## config.mk

```make
export PLATFORM = sky130hd
export DESIGN_NAME = seq_detect_param_flat
export DESIGN_NICKNAME = d
export VERILOG_FILES = /design/src/rtl/seq_detect_param_if.sv /design/src/rtl/seq_detect_param.sv /design/src/flat_wrapper.sv
export SDC_FILE = /design/constraint.sdc
export NUM_CORES = 1
export LEC_CHECK = 0
export CAP_MARGIN = 20
export CORE_MARGIN = 4
export CORE_UTILIZATION = 51
export DETAILED_ROUTE_END_ITERATION = 10
export GPL_ROUTABILITY_DRIVEN = 1
export GPL_TIMING_DRIVEN = 1
export PLACE_DENSITY = 0.79
export SYNTH_ARGS = -nofsm -noshare
export SYNTH_HDL_FRONTEND = slang
export SYNTH_SLANG_ARGS = --single-unit
```

## constraint.sdc

```tcl
create_clock -name clk -period 2.4 [get_ports clk]
set_input_delay 0.48 -clock clk [delete_from_list [all_inputs] [get_ports clk]]
set_output_delay 0.48 -clock clk [all_outputs]
set_load 0.05 [all_outputs]
```

## src/rtl/seq_detect_param_if.sv

```systemverilog
// Bit-stream, configuration and status bundle for the parametrised sequence detector.
// master drives stimulus and config; slave is the detector side.
interface seq_detect_param_if #(
  parameter int MAX_LEN = 8,
  parameter int LEN_W   = 4,
  parameter int CNT_W   = 8
);
  logic               en;
  logic               in;
  logic               cfg_load;
  logic [MAX_LEN-1:0] cfg_pattern;
  logic [LEN_W-1:0]   cfg_len;
  logic               cfg_overlap;
  logic               cnt_clr;
  logic               out;
  logic [CNT_W-1:0]   match_cnt;
  logic [LEN_W-1:0]   fill;

  modport master (
    output en, in, cfg_load, cfg_pattern, cfg_len, cfg_overlap, cnt_clr,
    input  out, match_cnt, fill
  );

  modport slave (
    input  en, in, cfg_load, cfg_pattern, cfg_len, cfg_overlap, cnt_clr,
    output out, match_cnt, fill
  );
endinterface

```

## src/rtl/seq_detect_param.sv

```systemverilog
// Serial sequence detector with runtime pattern, length and overlap mode.
// Matches are judged on next-state history so out rises on the edge that samples the last bit.
module seq_detect_param #(
  parameter int MAX_LEN = 8,
  parameter int LEN_W   = 4,
  parameter int CNT_W   = 8
) (
  input logic               clk,
  input logic               rst,
  seq_detect_param_if.slave bus
);

  localparam logic [LEN_W-1:0]   LEN_MAX = LEN_W'(MAX_LEN);
  localparam logic [MAX_LEN-1:0] RST_PAT = MAX_LEN'(4'b0110);
  localparam logic [LEN_W-1:0]   RST_LEN = LEN_W'(4);

  logic [MAX_LEN-1:0] pat_q, hist_q, hist_nx, bit_ok;
  logic [LEN_W-1:0]   len_q, fill_q, fill_nx, len_ld;
  logic               ovl_q, out_q, shift, hit;
  logic [CNT_W-1:0]   cnt_q, cnt_nx;

  assign shift   = bus.en && !bus.cfg_load;
  assign hist_nx = {hist_q[MAX_LEN-2:0], bus.in};
  assign fill_nx = (fill_q >= LEN_MAX) ? LEN_MAX : fill_q + LEN_W'(1);
  assign len_ld  = (bus.cfg_len > LEN_MAX) ? LEN_MAX : bus.cfg_len;

  // Bits at or above the programmed length are don't-care.
  for (genvar i = 0; i < MAX_LEN; i++) begin : g_cmp
    assign bit_ok[i] = (i >= int'(len_q)) || (hist_nx[i] == pat_q[i]);
  end

  assign hit = shift && (len_q != '0) && (fill_nx >= len_q) && (&bit_ok);

  always_comb begin
    cnt_nx = cnt_q;
    if (bus.cnt_clr)
      cnt_nx = hit ? CNT_W'(1) : '0;
    else if (hit && (cnt_q != '1))
      cnt_nx = cnt_q + CNT_W'(1);
  end

  always_ff @(posedge clk) begin
    if (rst) begin
      pat_q  <= RST_PAT;
      len_q  <= RST_LEN;
      ovl_q  <= 1'b1;
      hist_q <= '0;
      fill_q <= '0;
      out_q  <= 1'b0;
      cnt_q  <= '0;
    end else begin
      out_q <= hit;
      cnt_q <= cnt_nx;
      if (bus.cfg_load) begin
        pat_q  <= bus.cfg_pattern;
        len_q  <= len_ld;
        ovl_q  <= bus.cfg_overlap;
        hist_q <= '0;
        fill_q <= '0;
      end else if (bus.en) begin
        hist_q <= hist_nx;
        // Non-overlap restarts the fill count so the next match needs len fresh bits.
        fill_q <= (hit && !ovl_q) ? '0 : fill_nx;
      end
    end
  end

  assign bus.out       = out_q;
  assign bus.match_cnt = cnt_q;
  assign bus.fill      = fill_q;

endmodule

```

## src/flat_wrapper.sv

```systemverilog
// flat-port wrapper written by rule: the top's interface ports become plain ports
module seq_detect_param_flat 
#(
  parameter int MAX_LEN = 8,
  parameter int LEN_W   = 4,
  parameter int CNT_W   = 8
)
  (clk, rst, bus_en, bus_in, bus_cfg_load, bus_cfg_pattern, bus_cfg_len, bus_cfg_overlap, bus_cnt_clr, bus_out, bus_match_cnt, bus_fill);
  seq_detect_param_if #(.MAX_LEN(MAX_LEN), .LEN_W(LEN_W), .CNT_W(CNT_W)) bus_i ();
  input logic clk;
  input logic rst;
  input wire logic [$bits(bus_i.en)-1:0] bus_en;
  input wire logic [$bits(bus_i.in)-1:0] bus_in;
  input wire logic [$bits(bus_i.cfg_load)-1:0] bus_cfg_load;
  input wire logic [$bits(bus_i.cfg_pattern)-1:0] bus_cfg_pattern;
  input wire logic [$bits(bus_i.cfg_len)-1:0] bus_cfg_len;
  input wire logic [$bits(bus_i.cfg_overlap)-1:0] bus_cfg_overlap;
  input wire logic [$bits(bus_i.cnt_clr)-1:0] bus_cnt_clr;
  output wire logic [$bits(bus_i.out)-1:0] bus_out;
  output wire logic [$bits(bus_i.match_cnt)-1:0] bus_match_cnt;
  output wire logic [$bits(bus_i.fill)-1:0] bus_fill;
  assign bus_i.en = bus_en;
  assign bus_i.in = bus_in;
  assign bus_i.cfg_load = bus_cfg_load;
  assign bus_i.cfg_pattern = bus_cfg_pattern;
  assign bus_i.cfg_len = bus_cfg_len;
  assign bus_i.cfg_overlap = bus_cfg_overlap;
  assign bus_i.cnt_clr = bus_cnt_clr;
  assign bus_out = bus_i.out;
  assign bus_match_cnt = bus_i.match_cnt;
  assign bus_fill = bus_i.fill;
  seq_detect_param #(.MAX_LEN(MAX_LEN), .LEN_W(LEN_W), .CNT_W(CNT_W)) u_core (.clk(clk), .rst(rst), .bus(bus_i));
endmodule
```

; ---- Word level (Yosys, flattened, before mapping)
; Index checks and enable logic that the tools add are counted.
[word_totals]
register_bits = 33
input_bits = 19
out_inout_bits = 13
word_cells = 55
[op_classes]
order_cmp = 11
n_mux = 6
reduce_logical = 20
n_eq_ne = 9
add_sub_neg = 2
[op_table]
columns = cell, count
row1 = 3-bit by 4-bit greater-or-equal comparator with 1-bit output (first input constant), 4
row2 = 8-bit two-way mux, 2
row3 = 4-bit two-way mux, 3
row4 = 8-bit by 1-bit adder with 8-bit output (second input constant), 1
row5 = 1-bit equality test, 8
row6 = 1-bit by 4-bit greater-or-equal comparator with 1-bit output (first input constant), 2
row7 = 2-bit by 4-bit greater-or-equal comparator with 1-bit output (first input constant), 2
row8 = 1-bit logical OR, 8
row9 = 8-bit inequality test (second input constant), 1
row10 = 8-bit AND reduction, 1
row11 = 1-bit logical AND, 6
row12 = 4-bit by 1-bit adder with 4-bit output (second input constant), 1
row13 = 4-bit greater-or-equal comparator, 1
row14 = 4-bit greater-or-equal comparator (second input constant), 1
row15 = 4-bit greater-than comparator (second input constant), 1
row16 = 4-bit nonzero test, 1
row17 = 1-bit zero test, 2
row18 = 2-bit nonzero test, 1
row19 = 2-bit OR reduction, 1
row20 = 1-bit two-way mux, 1

; ---- Depth between registers and ports, before layout
; Gate-level depths: netlist (run 1).
[depth]
ltp_word = 8
depth_mapped = 10
mapped_depth_nobuf = 9

; ---- Worst setup path before layout (run 1)
; OpenSTA, ideal clock, no wires.
[synth_timing]
kind = reg-to-reg
startpoint = reg u_core.fill_q[0] (netlist: u_core.bus.fill[0])
endpoint = reg u_core.cnt_q[7] (netlist: u_core.bus.match_cnt[7])
setup_slack_ps = -237
period_less_slack_ps = 2637
n_path_buf = 0
setup_ps = 122
path_stages_with_launch = 10
t_required_ps = 2278
t_arrival_ps = 2515
cell_sequence = dfxtp_1 > inv_1 > ha_1 > nor2b_1 > ha_1 > a211oi_1 > o21bai_1 > nand4_1 > or3_1 > o311a_1
[synth_between]
elab_chain_cells = 7
elab_cells_between_ends = 8
classes_between = add/sub (1) / order compare (2) / mux (1) / reduce/logical (4)
[synth_lines]
columns = item, line
row1 = "start, declared", seq_detect_param.sv:18  ; logic [LEN_W-1:0] len_q, fill_q, fill_nx, len_ld;
row2 = "start signal, assigned", seq_detect_param.sv:63  ; fill_q <= (hit && !ovl_q) ? '0 : fill_nx;
row3 = 4-bit by 1-bit adder with 4-bit output / 4-bit greater-or-equal comparator (equally long branches), seq_detect_param.sv:24  ; assign fill_nx = (fill_q >= LEN_MAX) ? LEN_MAX : fill_q + LEN_W'(1);
row4 = 4-bit two-way mux (*), seq_detect_param.sv:24
row5 = 4-bit greater-or-equal comparator (*), seq_detect_param.sv:32  ; assign hit = shift && (len_q != '0) && (fill_nx >= len_q) && (&bit_ok);
row6 = 1-bit logical AND (*) (2 in series), seq_detect_param.sv:32
row7 = 1-bit logical AND (*), seq_detect_param.sv:38  ; else if (hit && (cnt_q != '1))
row8 = 2-bit nonzero test (no source line) (*), -
row9 = "end signal, assigned", seq_detect_param.sv:53  ; cnt_q <= cnt_nx;
row10 = "end, declared", seq_detect_param.sv:20  ; logic [CNT_W-1:0] cnt_q, cnt_nx;
; Every way passes the cells marked *; elsewhere a longest branch is shown, timed or not.
; A chain may end at the register's enable or synchronous reset.

; ---- Worst setup path in the final report (run 1)
[layout_timing]
startpoint = reg u_core.fill_q[1] (netlist: u_core.bus.fill[1])
endpoint = reg u_core.cnt_q[4] (netlist: u_core.bus.match_cnt[4])
; The elaborated chain is that of the path after synthesis.

==> results of run 1 <==
==> per-layer routing <==
| metal | up-vias | global-route usage |
|---|---|---|
| li1 | 751 | - |
| met1 | 728 | 0.218 |
| met2 | 30 | 0.365 |
| met3 | 5 | 0.0650 |
| met4 | 0 | 0.0725 |
| met5 | - | 0 |
==> registers in the layout, summed over array words and instances, names as in the netlist <==
signal,cells
u_core.bus.out,1
u_core.bus.match_cnt,8
u_core.bus.fill,4
u_core.len_q,4
u_core.ovl_q,1
u_core.pat_q,8
u_core.hist_q,7
==> cell families after synthesis <==
kind of cell               synth area share
AOI/OAI and AO/OA                     0.179
xor gates and xnor gates             0.0473
adders and majority gates            0.0526
buffers and inverters                0.0360
DFF                                   0.396
muxes                                0.0841
and+or+nand+nor                       0.205
==> power breakdown <==
part           leakage, nW  total, W  switching [W]  internal, W
registers            0.270  0.000578      0.0000172     0.000561
clock network       0.0326  0.000333       0.000188     0.000145
logic                0.560  0.000143      0.0000636    0.0000790
==> area by class of cell <==
class                           instances  area (sq um)
Timing Repair Buffer                   45           415
Clock buffer                            8          58.8
Sequential cell                        33           668
Tap cell                               44          55.1
Multi-Input combinational cell        136          1050
Inverter                                7          26.3
Fill cell                             232           802
==> how the worst max path moves through the flow <==
stage                            start                      end  slack (ns)  cells after the start
floorplan           u_core.bus.fill[1]  u_core.bus.match_cnt[7]       0.003                      9
global placement                bus_in  u_core.bus.match_cnt[7]       -0.10                      7
detailed placement              bus_in  u_core.bus.match_cnt[7]       -0.20                      7
CTS                 u_core.bus.fill[0]  u_core.bus.match_cnt[4]      -0.008                     10
global route        u_core.bus.fill[1]  u_core.bus.match_cnt[4]      -0.004                     10
finish              u_core.bus.fill[1]  u_core.bus.match_cnt[4]        0.09                     10
==> synthesized netlist by cell type, types with 4 or more instances <==
| cell | number |
|---|---|
| mux2i_1 | 14 |
| nand3_1 | 4 |
| a21oi_1 | 7 |
| ha_1 | 7 |
| nor2_1 | 24 |
| o21ai_0 | 4 |
| inv_1 | 7 |
| o31ai_1 | 5 |
| nand2_1 | 7 |
| clkbuf_1 | 4 |
| a211o_1 | 4 |
| xor2_1 | 4 |
| xnor2_1 | 5 |
| dfxtp_1 | 33 |
| nand4_1 | 5 |
| nor2b_1 | 5 |
==> stage by stage <==
stage / power (W) / cell area [sq um] / setup slack [ns] / utilization / setup TNS, ns
2_1_floorplan: 0.000665 / 1670 / 0.00342 / - / 0
3_3_place_gp: 0.000719 / 2080 / -0.100 / 0.675 / -0.181
3_5_place_dp: 0.000726 / 2080 / -0.196 / 0.675 / -0.462
4_1_cts: 0.00105 / 2150 / -0.00808 / 0.699 / -0.00808
5_1_grt: 0.00111 / 2280 / -0.00422 / 0.739 / -0.00422
6_report: 0.00105 / 2280 / 0.0893 / 0.739 / 0
==> layout by cell type, fill, tap and decap left out, types with 2 or more instances in the layout <==
master,n
a211o_1,4
a211oi_1,2
a21boi_1,2
a21oi_1,7
and3_1,2
and4_1,2
buf_4,14
clkbuf_1,2
clkbuf_4,5
clkdlybuf4s50_1,31
dfxtp_1,31
dfxtp_4,2
ha_1,4
ha_4,3
inv_1,6
mux2i_1,14
nand2_1,7
nand2b_1,3
nand3_1,4
nand3b_1,2
nand4_1,5
nor2_1,24
nor2b_1,4
o211ai_1,3
o21ai_0,3
o21ai_1,3
o31ai_1,2
o31ai_4,3
or2_2,2
or3_1,2
or4_1,2
xnor2_1,4
xor2_1,4
==> timing repair <==
item | in CTS | in global routing
gates resized for setup | 0 | 19
setup buffers | 2 | 3
setup endpoints to repair | 3 | 6
pin swaps | 4 | 14
==> worst max-delay path, delay by kind of cell, from the launching register on <==
family | cells | cell delay, ns
compound gates | 3 | 0.41
fa+ha+maj | 2 | 0.53
buf+inv | 2 | 0.23
flops | 1 | 0.39
simple gates | 3 | 0.69
==> qor.csv, run 1 <==
metric,value,unit
start_kind,flop,
antenna_found_initial,0,
coreArea,3080,sq um
synth_area,1670,sq um
critical_path_class,flop to flop,
min_path_cells,2,
period_needed,2.31,ns
cts_tree,built,
ff2ff_path_depth,10,
synth_top_area_frac,0.396,
die_h,65.2,um
wl,3980,um
wl_met1,1670,um
hpwl,2980,um
grt_max_degree,18,
die_w,65.2,um
crit_arrival,2.60,ns
h-tree-depth,2,
path_clk_slew,0.11,ns
rows,20,
syn_to_final_growth,36.6,%
p_leak,0.863,nW
hold_viol,0,
grt_overflow,0,
avgSynthCellArea,9.06,sq um
drcViolationCount,0,
crit_chain,inv_1 -> ha_1 -> nor2b_4 -> ha_4 -> a211oi_1 -> o21bai_1 -> nand4_1 -> buf_4 -> or4_4 -> a21boi_2,
drt-vias-per-instance,5.55,
ir_drop,0.342,mV
synthCells,184,
final-max-slew-violation-count,0,
regToRegEndpoint,u_core.bus.match_cnt[4],
grt_usage,0.202,
gp_congestion,0.912,
maxCapViolations,0,
clock_sinks,33,
first_pass_iters,4,
ys_warn_count,0,
setup_viol,0,
ios,32,
timing.rr.start,u_core.bus.fill[1],
power.density,463,nW/um^2
root_buffer,clkbuf_4,
critPathMaxFanout,5,
synthArstFlopShare,0,
synth-seq-area-share,0.396,
cpMaxStageDelayCell,or4_4,
fmax,433,MHz
worstMarginPinSlew,0.509,ns
cts_hold_buf,0,
dr_wl_met2,2110,um
yosysTopAreaCell,dfxtp_1,
min_to,u_core.bus.match_cnt[4],
slowest_delay,0.41,ns
r2r_setup_slack,0.09,ns
synth_fp_nets,210,
drtIter0Drc,75,
holdCritStartpoint,u_core.bus.match_cnt[4],
dp.cells,261,
synthFlopType,dfxtp_1,
drive_gt1_frac,0.170,
cts_made_buffers,5,
fin_hold_ws,0.526,ns
wl_met3,162,um
max_slew_margin,0.659,
top_layer,met4,
io_buffer_count,31,
ant_nets,0,
vias,1514,
end_kind,flop,
nNetsFinal,254,
fin_skew,0.0117,ns
cp.required,2.69,ns
synth_edf_count,0,
synth-seq-cells,33,
grt_pass1_vias,1543,
min_period_over_period,0.963,
instances_no_fill,273,
die-area,4250,sq um
holdCritPathClass,flop to flop,
synth.distinct_cells,44,
grt_first_pass_wirelength,6760,um
num_antenna_cells,0,
ys_top_cells_by_area,"dfxtp_1 40%, mux2i_1 8.4%, nor2_1 5.4%",
routedWlPerCell,14.6,um
status,completed,
initial_core_util,0.541,
clockBufferDepth,2,
clk_latency,0.34,ns
Note: power is estimated with default switching activity, not from simulation.
==> run 2, diff against run 1 <==
--- a/config.mk
+++ b/config.mk
@@ -6,12 +6,14 @@
 export NUM_CORES = 1
 export LEC_CHECK = 0
 export CAP_MARGIN = 20
+export CELL_PAD_IN_SITES_DETAIL_PLACEMENT = 1
+export CELL_PAD_IN_SITES_GLOBAL_PLACEMENT = 1
 export CORE_MARGIN = 4
-export CORE_UTILIZATION = 51
+export CORE_UTILIZATION = 38
 export DETAILED_ROUTE_END_ITERATION = 10
 export GPL_ROUTABILITY_DRIVEN = 1
 export GPL_TIMING_DRIVEN = 1
-export PLACE_DENSITY = 0.79
+export PLACE_DENSITY_LB_ADDON = 0.1
 export SYNTH_ARGS = -nofsm -noshare
 export SYNTH_HDL_FRONTEND = slang
 export SYNTH_SLANG_ARGS = --single-unit
==> qor.csv, run 2 (synthesized netlist as in run 1, its figures left out) <==
metric,value,unit,change
status,finished with violations,,
failed_checks,negative setup slack,,
drcViolationCount,0,,unchanged
antenna_found_initial,0,,unchanged
p_leak,0.885,nW,+2.5%
fill_cells,469,,+100%
min_path_cells,2,,unchanged
die_h,74.2,um,+14%
grt_usage,0.185,,-0.0163
r2r_setup_slack,-0.04,ns,-0.13 ns
final-max-slew-violation-count,0,,unchanged
syn_to_final_growth,40.1,%,
period_needed,2.44,ns,+0.132 ns
clk_latency,0.28,ns,-0.06 ns
power.density,500,nW/um^2,+8.0%
ff_latch_area,666,sq um,-0.37%
grt_overflow,0,,unchanged
start_kind,flop,,
setup_viol,2,,+2
vias,1514,,unchanged
die-area,5510,sq um,+30%
fin_skew,0.00342,ns,-0.00827 ns
clockBufferDepth,2,,unchanged
grt_max_degree,18,,unchanged
min_to,u_core.pat_q[5],,
crit_arrival,2.65,ns,+0.05 ns
hold_viol,0,,unchanged
timing.setup.tns,-0.0604,ns,-0.0604 ns
rows,23,,+15%
drive_gt1_frac,0.201,,+0.0306
cts_made_buffers,5,,unchanged
ios,32,,unchanged
maxCapViolations,0,,unchanged
fmax,409,MHz,-5.4%
layout_setup_ws,-0.0428,ns,-0.132 ns
fin_hold_ws,0.525,ns,-0.000823 ns
critical_path_class,flop to flop,,
timing.rr.start,u_core.bus.fill[0],,
nNetsFinal,255,,+0.39%
end_kind,flop,,
worstMarginPinSlew,0.507,ns,-0.00204 ns
holdCritStartpoint,u_core.pat_q[5],,
grt_pass1_vias,1591,,+3.1%
ff2ff_path_depth,10,,unchanged
path_clk_slew,0.07,ns,-0.04 ns
num_antenna_cells,0,,unchanged
drt-vias-per-instance,5.43,,-2.2%
routedWlPerCell,17.7,um,+21%
rsz0062_at_grt,true,,
hpwl,3440,um,+16%
ir_drop,0.291,mV,-15%
wl,4930,um,+24%
root_buffer,clkbuf_8,,
first_pass_iters,4,,unchanged
h-tree-depth,2,,unchanged
initial_core_util,0.405,,-0.136
grt_first_pass_wirelength,7680,um,+14%
holdCritPathClass,flop to flop,,
multi_input_area,1070,sq um,+1.4%
ant_nets,0,,unchanged
cp.required,2.61,ns,-0.08 ns
min_period_over_period,1.02,,+0.0550
fin_util,0.567,,-0.172
cts_tree,built,,
gp_congestion,0.758,,-17%
io_buffer_count,31,,unchanged
die_w,74.2,um,+14%
regToRegEndpoint,u_core.bus.match_cnt[3],,
critPathMaxFanout,5,,unchanged
clock_sinks,33,,unchanged
max_slew_margin,0.661,,+0.00136
final_cell_mix,"31 x clkdlybuf4s50_1, 31 x dfxtp_1, 23 x nor2_1",,
drtIter0Drc,106,,+41%
coreArea,4120,sq um,+34%
==> run 2: cell types whose count changed in the layout (fill, tap and decap cells not counted), sizes merged <==
| cell | change |
|---|---|
| clkbuf | -1 |
| buf | +1 |
==> run 2: cell type report <==
class,instances,share of cell area
clock buffer,7,0.0370
timing repair buffer,46,0.183
tap,50,0.0268
inverter,7,0.0113
sequential,33,0.285
multi-input combinational,136,0.457
==> run 2: how the worst max path moves through the flow <==
| stage | endpoint | depth (start not counted) | slack (ns) | startpoint |
|---|---|---|---|---|
| after floorplan | u_core.bus.match_cnt[7] | 9 | 0.003 | u_core.bus.fill[1] |
| after global placement | u_core.bus.match_cnt[7] | 7 | -0.11 | bus_in |
| after detailed placement | u_core.bus.match_cnt[7] | 7 | -0.20 | bus_in |
| after CTS | u_core.bus.match_cnt[7] | 9 | -0.01 | u_core.bus.fill[0] |
| after global routing | u_core.bus.match_cnt[3] | 10 | -0.15 | u_core.bus.fill[0] |
| final | u_core.bus.match_cnt[3] | 10 | -0.04 | u_core.bus.fill[0] |
==> run 2: timing repair <==
| item | 4_1_cts | 5_1_grt |
|---|---|---|
| endpoints found under the setup margin | 6 | 3 |
| hold buffers | 0 | 0 |
| gates resized for setup | 16 | 9 |
| pin swaps | 10 | 7 |
| buffers inserted | 3 | 2 |
==> run 2: metal layers <==
metal / track usage / routed length, um
met5: 0 / 0
met4: 0.0474 / 65
met3: 0.0446 / 192
met2: 0.357 / 2620
met1: 0.201 / 2050
==> run 2: critical path: stages (launching register included) <==
cell      delay (ns)
dfxtp_4         0.36
buf_6           0.12
or2_4           0.24
ha_4            0.26
nand2b_4        0.13
a211oi_4        0.07
o21bai_2        0.19
nand4_1         0.22
buf_4           0.22
or4_4           0.41
a21boi_2        0.15
==> run 2: where the power goes <==
part	switching (W)	internal, W	total [W]
registers	0.0000166	0.000562	0.000579
clock network	0.000197	0.000228	0.000424
logic	0.0000757	0.0000884	0.000164
==> run 2: per-stage QoR <==
| step | cells | total power (W) | setup WS [ns] | area (sq um) |
|---|---|---|---|---|
| final | 279 | 0.00117 | -0.0428 | 2330 |
| after global routing | 279 | 0.00122 | -0.149 | 2330 |
| after CTS | 277 | 0.00117 | -0.0117 | 2280 |
| after detailed placement | 267 | 0.000729 | -0.203 | 2090 |
| after global placement | 267 | 0.000722 | -0.108 | 2090 |
| after floorplan | 184 | 0.000665 | 0.00342 | 1670 |
==> run 3, diff against run 2 <==
--- a/config.mk
+++ b/config.mk
@@ -8,8 +8,9 @@
 export CAP_MARGIN = 20
 export CELL_PAD_IN_SITES_DETAIL_PLACEMENT = 1
 export CELL_PAD_IN_SITES_GLOBAL_PLACEMENT = 1
+export CORE_ASPECT_RATIO = 0.75
 export CORE_MARGIN = 4
-export CORE_UTILIZATION = 38
+export CORE_UTILIZATION = 30
 export DETAILED_ROUTE_END_ITERATION = 10
 export GPL_ROUTABILITY_DRIVEN = 1
 export GPL_TIMING_DRIVEN = 1
==> qor.csv, run 3 (synthesized netlist as in run 1, its figures left out) <==
metric,value,unit,change
fmax,432,MHz,+5.6%
grt_overflow,0,,unchanged
fin_skew,0.00561,ns,+0.00218 ns
holdCritPathClass,flop to flop,,
rsz0062_at_grt,true,,
syn_to_final_growth,36.8,%,
drive_gt1_frac,0.150,,-0.0511
status,completed,,
final_cell_mix,"31 x clkdlybuf4s50_1, 31 x dfxtp_1, 23 x nor2_1",,
antenna_found_initial,0,,unchanged
first_pass_iters,6,,+2
drtIter0Drc,81,,-24%
cp_top_family,simple AND/OR/NAND/NOR gates,,
regToRegEndpoint,u_core.bus.match_cnt[6],,
grt_pass1_vias,1565,,-1.6%
path_clk_slew,0.06,ns,about the same
num_antenna_cells,0,,unchanged
met1_usage,0.212,,+0.0109
vias,1469,,-3.0%
grt_busiest_layer,met2,,
dp.cells,292,,+9.4%
initial_core_util,0.311,,-0.0936
wl,4630,um,-6.1%
holdCritStartpoint,u_core.bus.match_cnt[4],,
ios,32,,unchanged
io_buffer_count,31,,unchanged
crit_chain,or2_2 -> ha_1 -> nand2b_1 -> a211oi_1 -> o21bai_1 -> buf_4 -> and4_2 -> and3_1 -> o221a_1,,
min_period_over_period,0.964,,-0.0540
routedWlPerCell,15.3,um,-13%
final-max-slew-violation-count,0,,unchanged
crit_cells,9,,-1
grt_first_pass_wirelength,7800,um,+1.6%
rows,23,,unchanged
timing.setup.tns,0,ns,+0.0604 ns
critPathMaxFanout,5,,unchanged
critical_path_class,flop to flop,,
die_h,72.6,um,-2.3%
start_kind,flop,,
cp.buffers_inverters,1,,-1
worstMarginPinSlew,0.512,ns,+0.00458 ns
root_buffer,clkbuf_8,,
place_ws,-0.195,ns,+0.00793 ns
instances_no_fill,302,,+8.2%
end_kind,flop,,
min_path_cells,2,,unchanged
h-tree-depth,2,,unchanged
grt_max_degree,18,,unchanged
r2r_setup_slack,0.09,ns,+0.13 ns
gp_congestion,0.842,,+11%
power.density,517,nW/um^2,+3.4%
period_needed,2.31,ns,-0.130 ns
cp.required,2.56,ns,-0.05 ns
p_leak,0.872,nW,-1.4%
clock_sinks,33,,unchanged
ir_drop,0.213,mV,-27%
coreArea,5350,sq um,+30%
met2_usage,0.220,,-0.137
fin_hold_ws,0.508,ns,-0.0174 ns
cts_tree,built,,
met3_usage,0.0383,,-0.00625
die_w,94.1,um,+27%
maxCapViolations,0,,unchanged
clk_latency,0.28,ns,about the same
slowest_delay,0.36,ns,-0.05 ns
nNetsFinal,252,,-1.2%
ant_nets,0,,unchanged
min_to,u_core.bus.match_cnt[4],,
setup_viol,0,,-2
grt_usage,0.147,,-0.0387
clockBufferDepth,2,,unchanged
die-area,6820,sq um,+24%
cts_made_buffers,5,,unchanged
power,0.00118,W,+0.97%
layout_setup_ws,0.0869,ns,+0.130 ns
cts_hold_buf,0,,unchanged
cpMaxStageDelayCell,dfxtp_4,,
ff2ff_path_depth,9,,-1
hold_viol,0,,unchanged
hpwl,3650,um,+6.1%
drcViolationCount,0,,unchanged
drt-vias-per-instance,4.86,,-10%
max_slew_margin,0.658,,-0.00306
timing.rr.start,u_core.bus.fill[0],,
crit_arrival,2.48,ns,-0.17 ns
[run 3: metrics by stage]
step | instance area (sq um) | utilization
after CTS | 2230 | 0.416
after floorplan | 1670 | -
after global routing | 2280 | 0.426
after detailed placement | 2120 | 0.396
after global placement | 2120 | 0.396
final | 2280 | 0.426
[run 3: cell type report]
cell class              instances  area, sq um
clock inverters                 1         5.00
fillers                       643         3070
inverters                       7         26.3
repair buffers                 43          400
multi-input cells             136          990
flip-flops and latches         33          668
clock buffers                   7         96.3
well taps                      75         93.8
[run 3: metal layers]
metal | vias to the layer above | wire length, um
li1 | 752 | -
met1 | 691 | 2420
met2 | 24 | 2020
met3 | 2 | 165
met4 | 0 | 22
met5 | - | 0
[run 3: what timing repair did]
item                                    in CTS  in global routing
endpoints found under the setup margin       2                  5
gates resized for setup                      0                 12
setup buffers                                1                  1
pin swaps                                    3                  8
hold endpoints to repair                     0                  0
[run 3: how the worst max path moves through the flow]
stage	startpoint	endpoint	slack, ns
final	u_core.bus.fill[0]	u_core.bus.match_cnt[6]	0.09
after global routing	u_core.bus.fill[0]	u_core.bus.match_cnt[7]	-0.05
after CTS	u_core.bus.fill[0]	u_core.bus.match_cnt[7]	0.007
after detailed placement	bus_in	u_core.bus.match_cnt[7]	-0.19
after global placement	bus_in	u_core.bus.match_cnt[7]	-0.14
after floorplan	u_core.bus.fill[1]	u_core.bus.match_cnt[7]	0.003
[run 3: power by group]
part	switching [W]	internal (W)	total [W]	leakage, nW
Clock	0.000197	0.000259	0.000456	0.0542
Combinational	0.0000667	0.0000768	0.000143	0.548
Sequential	0.0000180	0.000561	0.000579	0.270
Total	0.000281	0.000897	0.00118	0.872
[run 3: worst register-to-register path, cell delays in order, from the launching register on]
cell and delay, ns:
dfxtp_4 0.36, or2_2 0.31, ha_1 0.27, nand2b_1 0.14
a211oi_1 0.22, o21bai_1 0.12, buf_4 0.14, and4_2 0.21
and3_1 0.19, o221a_1 0.23
